File: src/rtl/col_sense_ctrl.sv
// Column sense sequencer: precharge, sense and result capture
// for row read, CAM search and 4-row MAC popcount sweep.
module col_sense_ctrl #(
    parameter int unsigned PRE_CYC = 2
) (
    input  logic       clk,
    input  logic       rst_n,
    input  logic       start,
    input  logic [1:0] mode,
    input  logic [1:0] addr,
    input  logic [3:0] SA_out,
    output logic       PRE,
    output logic       SAE,
    output logic [1:0] row_sel,
    output logic       busy,
    output logic       valid,
    output logic [3:0] rdata,
    output logic       hit,
    output logic [1:0] hit_addr,
    output logic [4:0] mac_sum
);

    typedef enum logic [1:0] {
        ST_IDLE,
        ST_PRE,
        ST_SENSE,
        ST_DONE
    } state_t;

    localparam logic [1:0] M_READ = 2'b00;
    localparam logic [1:0] M_CAM  = 2'b01;
    localparam logic [1:0] M_MAC  = 2'b10;
    localparam logic [1:0] M_RSV  = 2'b11;

    localparam logic [3:0] PRE_LD = 4'(PRE_CYC);

    state_t     state;
    logic [1:0] mode_q;
    logic [3:0] pre_cnt;
    logic [1:0] row_cnt;
    logic [4:0] acc;

    logic [2:0] sa_pop;
    logic [4:0] acc_next;
    logic       sa_any;
    logic [1:0] sa_low;

    // Popcount and lowest-set-index of the sense-amp word.
    always_comb begin
        sa_pop = 3'd0;
        for (int i = 0; i < 4; i++) begin
            sa_pop = sa_pop + {2'b00, SA_out[i]};
        end
        acc_next = acc + {2'b00, sa_pop};
        sa_any   = |SA_out;
        sa_low   = 2'd0;
        for (int i = 3; i >= 0; i--) begin
            if (SA_out[i]) begin
                sa_low = 2'(i);
            end
        end
    end

    // Sequencer with all outputs registered alongside the state.
    always_ff @(posedge clk or negedge rst_n) begin
        if (!rst_n) begin
            state    <= ST_IDLE;
            mode_q   <= M_READ;
            pre_cnt  <= 4'd0;
            row_cnt  <= 2'd0;
            acc      <= 5'd0;
            PRE      <= 1'b0;
            SAE      <= 1'b0;
            row_sel  <= 2'd0;
            busy     <= 1'b0;
            valid    <= 1'b0;
            rdata    <= 4'd0;
            hit      <= 1'b0;
            hit_addr <= 2'd0;
            mac_sum  <= 5'd0;
        end else begin
            valid <= 1'b0;
            unique case (state)
                ST_IDLE: begin
                    if (start && mode != M_RSV) begin
                        mode_q  <= mode;
                        pre_cnt <= PRE_LD;
                        row_cnt <= 2'd0;
                        acc     <= 5'd0;
                        row_sel <= (mode == M_READ) ? addr : 2'd0;
                        PRE     <= 1'b1;
                        SAE     <= 1'b0;
                        busy    <= 1'b1;
                        state   <= ST_PRE;
                    end
                end
                ST_PRE: begin
                    pre_cnt <= pre_cnt - 4'd1;
                    if (pre_cnt == 4'd1) begin
                        PRE   <= 1'b0;
                        SAE   <= 1'b1;
                        state <= ST_SENSE;
                    end
                end
                ST_SENSE: begin
                    SAE   <= 1'b0;
                    state <= ST_DONE;
                    case (mode_q)
                        M_READ: rdata <= SA_out;
                        M_CAM: begin
                            hit      <= sa_any;
                            hit_addr <= sa_low;
                        end
                        M_MAC: begin
                            acc <= acc_next;
                            if (row_cnt == 2'd3) begin
                                mac_sum <= acc_next;
                            end else begin
                                row_cnt <= row_cnt + 2'd1;
                                row_sel <= row_cnt + 2'd1;
                                pre_cnt <= PRE_LD;
                                PRE     <= 1'b1;
                                state   <= ST_PRE;
                            end
                        end
                        default: ;
                    endcase
                end
                ST_DONE: begin
                    valid <= 1'b1;
                    busy  <= 1'b0;
                    state <= ST_IDLE;
                end
            endcase
        end
    end

endmodule

File: config.mk
export PLATFORM = sky130hd
export DESIGN_NAME = col_sense_ctrl
export DESIGN_NICKNAME = d
export VERILOG_FILES = /design/src/rtl/col_sense_ctrl.sv
export SDC_FILE = /design/constraint.sdc
export NUM_CORES = 1
export LEC_CHECK = 0
export BUFFER_PORTS_ARGS = -buffer_cell sky130_fd_sc_hd__buf_2
export CORE_UTILIZATION = 58
export CTS_CLUSTER_SIZE = 28
export DETAILED_ROUTE_END_ITERATION = 10
export GPL_ROUTABILITY_DRIVEN = 0
export PLACE_DENSITY_LB_ADDON = 0.08
export SYNTH_ARGS = -nofsm -noshare
export SYNTH_HDL_FRONTEND = slang
export SYNTH_SLANG_ARGS = --single-unit
File: constraint.sdc
create_clock -name clk -period 5 [get_ports clk]
set_input_delay 0.75 -clock clk [delete_from_list [all_inputs] [get_ports clk]]
set_output_delay 0.75 -clock clk [all_outputs]
set_load 0.01 [all_outputs]
==> results of run 1 <==
## cell usage after synthesis, types with 2 or more instances
cell type  count
mux2_2         5
o31ai_1        3
nand2_1       27
nor3_1         6
ha_1           5
o22ai_1        2
fa_1           3
xnor2_1        3
xor2_1         2
o21ai_0       14
nor2_1         3
a21oi_1        5
dfrtp_1       33
a221o_1        2
inv_1         13
nor2b_1        3
a21o_2         3
## sequential cells by signal, indices dropped and copies added, names as in the netlist
name,count
acc,5
hit_addr,2
rdata,4
state,2
mac_sum,5
PRE,1
valid,1
hit,1
row_sel,2
pre_cnt,4
row_cnt,2
busy,1
mode_q,2
SAE,1
## path summary, 6_finish.rpt
kind / start / end / slack (ns) / depth (start not counted)
max: SA_out[0] / acc[2] / 2.45 / 8
min: rst_n / mac_sum[3] / 0.46 / 1
max reg2reg: acc[0] / acc[2] / 3.14 / 6
min reg2reg: hit / hit / 0.48 / 1
max in group asynchronous: rst_n / pre_cnt[3] / 4.08 / 1
min in group clk: hit / hit / 0.48 / 1
## worst register-to-register path, stage by stage (launching register included)
cell and delay (ns):
dfrtp_1 0.37, inv_1 0.07, fa_1 0.44, fa_1 0.45, nor3_1 0.20, a21oi_1 0.07
o21ai_0 0.18
## final cells by class
type	count	area (µm²)
well taps	30	37.54
multi-input cells	101	700.7
inverters	13	48.80
flip-flops and latches	33	825.8
fillers	196	737.0
clock buffers	7	55.05
repair buffers	28	140.1
## power groups by stage
stage | Sequential [W] | Clock [W] | Combinational, W
global route | 0.000438 | 0.000162 | 0.000348
CTS | 0.000425 | 0.000153 | 0.000312
global placement | 0.000422 | 0 | 0.000296
floorplan | 0.000429 | 0 | 0.000209
detailed placement | 0.000428 | 0 | 0.000313
finish | 0.000425 | 0.000150 | 0.000308
## cell families after synthesis
kind of cell    after synthesis  share of synthesized area
simple gates                 46                     0.1412
buf+inv                      16                    0.04313
xor+xnor                      5                    0.02746
fa+ha+maj                     8                    0.07686
mux                           5                    0.03529
compound gates               37                     0.1584
flops                        33                     0.5176
## stage by stage
stage	cell area (µm²)	power (W)	utilization	hold WS, ns
6_report	1808	0.0008831	0.7104	0.4557
5_1_grt	1808	0.0009479	0.7104	0.5041
4_1_cts	1808	0.0008909	0.7104	0.4800
3_5_place_dp	1753	0.0007415	0.6888	0.4615
3_3_place_gp	1753	0.0007177	0.6888	0.4574
2_1_floorplan	1595	0.0006380	-	0.4544
## routing by layer
| layer | vias to the layer above | wire [µm] | GRT usage |
|---|---|---|---|
| met4 | 0 | 46 | 0.1154 |
| met3 | 4 | 108 | 0.08333 |
| met2 | 20 | 1554 | 0.4187 |
| met5 | - | 0 | 0 |
| li1 | 580 | - | - |
| met1 | 579 | 1383 | 0.2737 |
## cells in the final DEF (no fill, tap or decap)
master | netlist | layout
or3b_4 | 1 | 1
fa_1 | 3 | 3
inv_1 | 13 | 13
clkbuf_4 | 0 | 5
a221oi_1 | 1 | 1
or3b_2 | 1 | 1
xnor2_1 | 3 | 3
a31oi_1 | 1 | 1
o311ai_0 | 1 | 1
and4bb_2 | 1 | 1
dfrtp_1 | 33 | 33
and3_1 | 1 | 1
or2b_1 | 1 | 1
a21oi_4 | 1 | 1
nand4_1 | 1 | 1
clkbuf_1 | 1 | 1
a21o_1 | 1 | 1
buf_2 | 1 | 28
o22ai_1 | 2 | 2
ha_1 | 5 | 5
a22oi_1 | 1 | 1
a21o_2 | 3 | 3
a221o_1 | 2 | 2
mux2_2 | 5 | 5
a21oi_1 | 5 | 5
clkbuf_8 | 0 | 1
nand2_1 | 27 | 27
nand4bb_1 | 1 | 1
o31ai_1 | 3 | 3
xor2_1 | 2 | 2
o22ai_2 | 1 | 1
nor2_1 | 3 | 3
nor2b_1 | 3 | 3
o21ai_0 | 14 | 14
nor3_1 | 6 | 6
o41ai_1 | 1 | 1
==> run summary, run 1 <==
Tcrit/Tclk final: 0.5090
Cell mode on critical path: fa_1
Setup tns final: 0 ns
Number of antenna violations at the first check in global routing: 0
CTS max path bufs: 2
Crit path max-delay family: adder cells
Sw frac: 0.3609
NetSw: 0.0003187 W
Max_slew headroom: 0.5235
CP Class: in2reg
CTS Buf Count: 5
Post-CTS setup buffers: 0
Nets@finish: 201
HPWL after DPL: 2305 µm
Initial Util: 0.6268
Core area: 2545 µm²
Syn Area/Cell: 10.64 µm²
Vias in the first global route: 1143
Crit path launch type: primary input
1st-iter DRT viols: 16
Worst path arrival time: 2.80 ns
Clk root buf: clkbuf_4
Clk sink count: 33
GRT Overall Usage: 0.2457
IO buf count: 28
Count of cell types in the netlist: 35
Pre-CTS setup slack: 2.075 ns
DR vias/cell: 5.580
Max Cap Viol: 0
Routed Antenna Nets: 0
Max Fclk: 392.9 MHz
WL/cell: 14.59 µm
Share of power burned in registers: 0.482
Crit path buf inv count: 2
Drt total wl: 3093 µm
Die H: 54.45 µm
Clk network pwr share: 0.170
Critical path endpoint category: register
CP max stage delay: 0.55 ns
DR vias: 1183
Yosys warning total: 0
Worst-Skew Late Latency: 0.33 ns
Final hold violation count: 0
Crit-path max FO: 5
Gates resized, CTS repair: 0
Mapped Nets: 169
Synth area leaders: dfrtp_1 52%, nand2_1 6.4%, o21ai_0 4.4%, ha_1 3.9%, fa_1 3.8%
Final setup margin: 2.455 ns
Seq cells post-synth: 33
Rows: 18
Min Tclk post-route: 2.545 ns
Post-route DRC: 0
Ys async rst share: 1.000
Yosys top cell area share: 0.5176
Register area share after synthesis: 0.5176
Share of cells above drive strength 1: 0.2582
LEAKAGE: 0.8877 nW
Comb pwr share: 0.348
Top Ports: 29
Largest net degree at the start of global routing: 34
Largest area contributor in the netlist: dfrtp_1
RSZ-0062 raised after global routing: false
Post-synth EDFFs: 0
Non-filler cells, final: 212
Area growth from synthesis to layout: 13.33%
Post-Syn Instances: 150
Placed Cells: 205
Die X: 54.45 µm
CTS tree: yes
Worst vdd ir: 339.9 µV
Critical path's slowest cell: fa_1
Die area: 2964 µm²
CP Cell Sequence: buf_2, fa_1, inv_1, fa_1, fa_1, nor3_1, a21oi_1, o21ai_0
Status: complete, no violations
CTS clk-pin slew, worst paths: 0.10 ns
Critical Path RT: 5.25 ns
Remaining Overflow, GRT: 0
Cts-stage hold buffer count: 0
Cell Int Power: 0.0005644 W
Power density cells: 488.5 nW/µm²
Cell area after synthesis: 1595 µm²
Worst hold-check path type: in2async
Max-slew violations: 0
H-tree depth: 2
Most used DFF post-synth: dfrtp_1
Max Clock Skew: 0.01098 ns
Antenna Cells: 0
Worst Max-Slew Pin Slew: 0.7148 ns
Global-route wire length before repair: 4899 µm
Setup Viol. Count Final: 0
Pre-antenna DRT Iters: 4
No activity file was read; power rests on OpenSTA's default activity.
==> inputs of run 2 (changes only) <==
--- a/config.mk
+++ b/config.mk
@@ -5,8 +5,9 @@
 export SDC_FILE = /design/constraint.sdc
 export NUM_CORES = 1
 export LEC_CHECK = 0
+export ABC_AREA = 1
 export BUFFER_PORTS_ARGS = -buffer_cell sky130_fd_sc_hd__buf_2
-export CORE_UTILIZATION = 58
+export CORE_UTILIZATION = 49
 export CTS_CLUSTER_SIZE = 28
 export DETAILED_ROUTE_END_ITERATION = 10
 export GPL_ROUTABILITY_DRIVEN = 0
==> constraint.sdc (replaced) <==
create_clock -name clk -period 2.3 [get_ports clk]
set_input_delay 0.345 -clock clk [delete_from_list [all_inputs] [get_ports clk]]
set_output_delay 0.345 -clock clk [all_outputs]
set_load 0.01 [all_outputs]
==> run 2 against run 1 <==
Worst hold slack worse by 0.39 ns. Clock-buffer cell count unchanged. First-iteration DRC count rose to 3.1 times the previous value.
==> run summary, run 2 <==
Status: complete, no violations
Share of cells above drive strength 1: 0.2389 (-0.01930)
Max Clock Skew: 0.01027 ns (-0.0007093 ns)
Clk root buf: clkbuf_4
Die X: 60.48 µm (+11%)
Most frequent cell after synthesis: nand2_1
Rows: 20 (+2)
IO buf count: 28 (unchanged)
CTS tree: yes
CTS Buf Count: 5 (unchanged)
Mapped Nets: 207 (+22%)
Vias in the first global route: 1317 (+15%)
Die H: 60.48 µm (+11%)
Synth area leaders: dfrtp_1 49%, nand2_1 12%, o21ai_0 5.1%, inv_1 4.3%, ha_1 3.7%
Pre-antenna DRT Iters: 4 (unchanged)
CTS clk-pin slew, worst paths: 0.10 ns (about the same)
CP max stage delay: 0.54 ns (about the same)
Most common library cells after synthesis: 54 x nand2_1, 33 x dfrtp_1, 19 x inv_1, 17 x o21ai_0, 13 x nor2_1
Register area share after synthesis: 0.4929 (-0.02474)
Tcrit/Tclk final: 0.9042
Yosys warning total: 0 (unchanged)
Post-CTS setup buffers: 0 (unchanged)
Min Tclk post-route: 2.080 ns
Worst-Skew Late Latency: 0.33 ns (about the same)
Cell mode on critical path: fa_1
Crit-path max FO: 2 (-3)
HPWL after DPL: 2413 µm (+4.7%)
Number of antenna violations at the first check in global routing: 0 (unchanged)
Global-route wire length before repair: 5437 µm (+11%)
Critical path depth: 9 (+1)
Max Fclk: 480.9 MHz
Die area: 3657 µm² (+23%)
Area growth from synthesis to layout: 16.73%
Worst path arrival time: 2.36 ns (-0.44 ns)
1st-iter DRT viols: 49 (+33)
Commonest non-fill, non-tap cell in the layout: nand2_1
Worst R2R End: acc[4]
Post-synth EDFFs: 0 (unchanged)
Worst vdd ir: 462.3 µV (+36%)
Routed Antenna Nets: 0 (unchanged)
Crit path launch type: primary input
Non-filler cells, final: 270 (+27%)
Max-slew violations: 0 (unchanged)
Largest registers: acc: 5 flops, mac_sum: 5 flops
Critical path's slowest cell: fa_1
DR vias/cell: 5.007 (-10%)
Fillers: 317 (+62%)
WL/cell: 11.50 µm (-21%)
Largest net degree at the start of global routing: 34 (unchanged)
Most frequent cells in the layout: 54 x nand2_1, 33 x dfrtp_1, 28 x buf_2, 19 x inv_1, 17 x o21ai_0
Setup Viol. Count Final: 0 (unchanged)
Clk sink count: 33 (unchanged)
Worst hold-check path type: in2async
Placed Cells: 262 (+28%)
Antenna Cells: 0 (unchanged)
Cell area after synthesis: 1675 µm² (+5.0%)
Initial Util: 0.5313 (-0.09549)
Top Ports: 29 (unchanged)
Worst Setup SP: SA_out[0]
R2R Path Start: acc[0]
Post-Syn Instances: 188 (+25%)
Worst Max-Slew Pin Slew: 0.7473 ns (+0.03250 ns)
DR vias: 1352 (+14%)
CP Class: in2reg
Cts-stage hold buffer count: 0 (unchanged)
Post-route DRC: 0 (unchanged)
Yosys top cell area share: 0.4929 (-0.02474)
Final hold violation count: 0 (unchanged)
Nets@finish: 244 (+21%)
Crit path buf inv count: 2 (unchanged)
Max Cap Viol: 0 (unchanged)
Critical path endpoint category: register
R2r worst-path depth: 7 (+1)
Critical Path RT: 2.58 ns (-2.67 ns)
Most used DFF post-synth: dfrtp_1
Largest area contributor in the netlist: dfrtp_1
Count of cell types in the netlist: 24 (-31%)
H-tree depth: 2 (unchanged)
Syn Area/Cell: 8.911 µm² (-16%)
Area of the multi-input gates: 763.2 µm² (+8.9%)
Ys async rst share: 1.000 (unchanged)
Hold WS: 0.06136 ns (-0.3943 ns)
Max_slew headroom: 0.5018 (-0.02166)
Drt total wl: 3106 µm (+0.42%)
CTS max path bufs: 2 (unchanged)
Remaining Overflow, GRT: 0 (unchanged)
Core area: 3153 µm² (+24%)
Critical path endpoint: acc[4]
LEAKAGE: 1.042 nW (+17%)
Sequential Area: 825.8 µm² (unchanged)
R2R setup slack: 0.52 ns (-2.62 ns)
RSZ-0062 raised after global routing: false
Seq cells post-synth: 33 (unchanged)
Gates resized, CTS repair: 0 (unchanged)
GRT Overall Usage: 0.2009 (-0.04481)
Crit path max-delay family: adder cells
CP Cell Sequence: buf_2, fa_1, inv_1, fa_1, fa_1, nor2_1, xor2_1, nand2_1, nand2_1
Power density cells: 1096 nW/µm² (+120%)
==> run 2: kinds of logic after synthesis <==
group,Yosys count,synth area share
adders and majority gates,8,0.07319
DFF,33,0.4929
AOI/OAI and AO/OA,26,0.07991
buffers and inverters,23,0.05153
and+or+nand+nor,95,0.2868
xor gates and xnor gates,3,0.01569
==> run 2: layout make-up <==
type | instances | share of cell area
Clock inverter | 1 | 0.002559
Timing Repair Buffer | 30 | 0.07933
Clock buffer | 7 | 0.03327
Sequential cell | 33 | 0.4223
Tap cell | 44 | 0.02815
Multi-Input combinational cell | 132 | 0.3903
Inverter | 23 | 0.04415
==> run 2: worst reg2reg max path, cell delays in order, from the launching register on <==
cell and delay [ns]:
dfrtp_1 0.34, inv_1 0.06, fa_1 0.43, fa_1 0.43
nor2_1 0.14, xor2_1 0.20, nand2_1 0.07, nand2_1 0.06
==> run 2: through the flow <==
step	setup TNS [ns]	util	setup WS [ns]	cell area, µm²	power [W]
floorplan	0	-	0.1348	1675	0.001518
detailed placement	-0.2168	0.5980	-0.1079	1886	0.001796
CTS	0	0.6202	0.2285	1956	0.002168
global route	0	0.6202	0.1707	1956	0.002323
finish	0	0.6202	0.2204	1956	0.002143
global placement	-0.1368	0.5980	-0.06945	1886	0.001753
==> run 2: worst min path at each step <==
stage | end | startpoint | slack (ns)
after floorplan | PRE | rst_n | 0.05
final | pre_cnt[1] | rst_n | 0.06
after global placement | pre_cnt[2] | rst_n | 0.44
after CTS | pre_cnt[1] | rst_n | 0.08
after detailed placement | pre_cnt[1] | rst_n | 0.46
after global routing | pre_cnt[1] | rst_n | 0.11
==> run 2: power breakdown <==
part | switching (W) | internal (W) | total [W]
combinational | 0.000521 | 0.000324 | 0.000845
sequential | 0.000149 | 0.000779 | 0.000928
clock | 0.000193 | 0.000177 | 0.000371
total | 0.000863 | 0.00128 | 0.00214
==> run 2: layer usage <==
layer  vias up  GRT usage  routed length, µm
met5         -          0                  0
li1        675          -                  -
met4         0    0.08117                 54
met2        34     0.3516               1489
met3         9    0.06183                154
met1       634     0.2285               1408
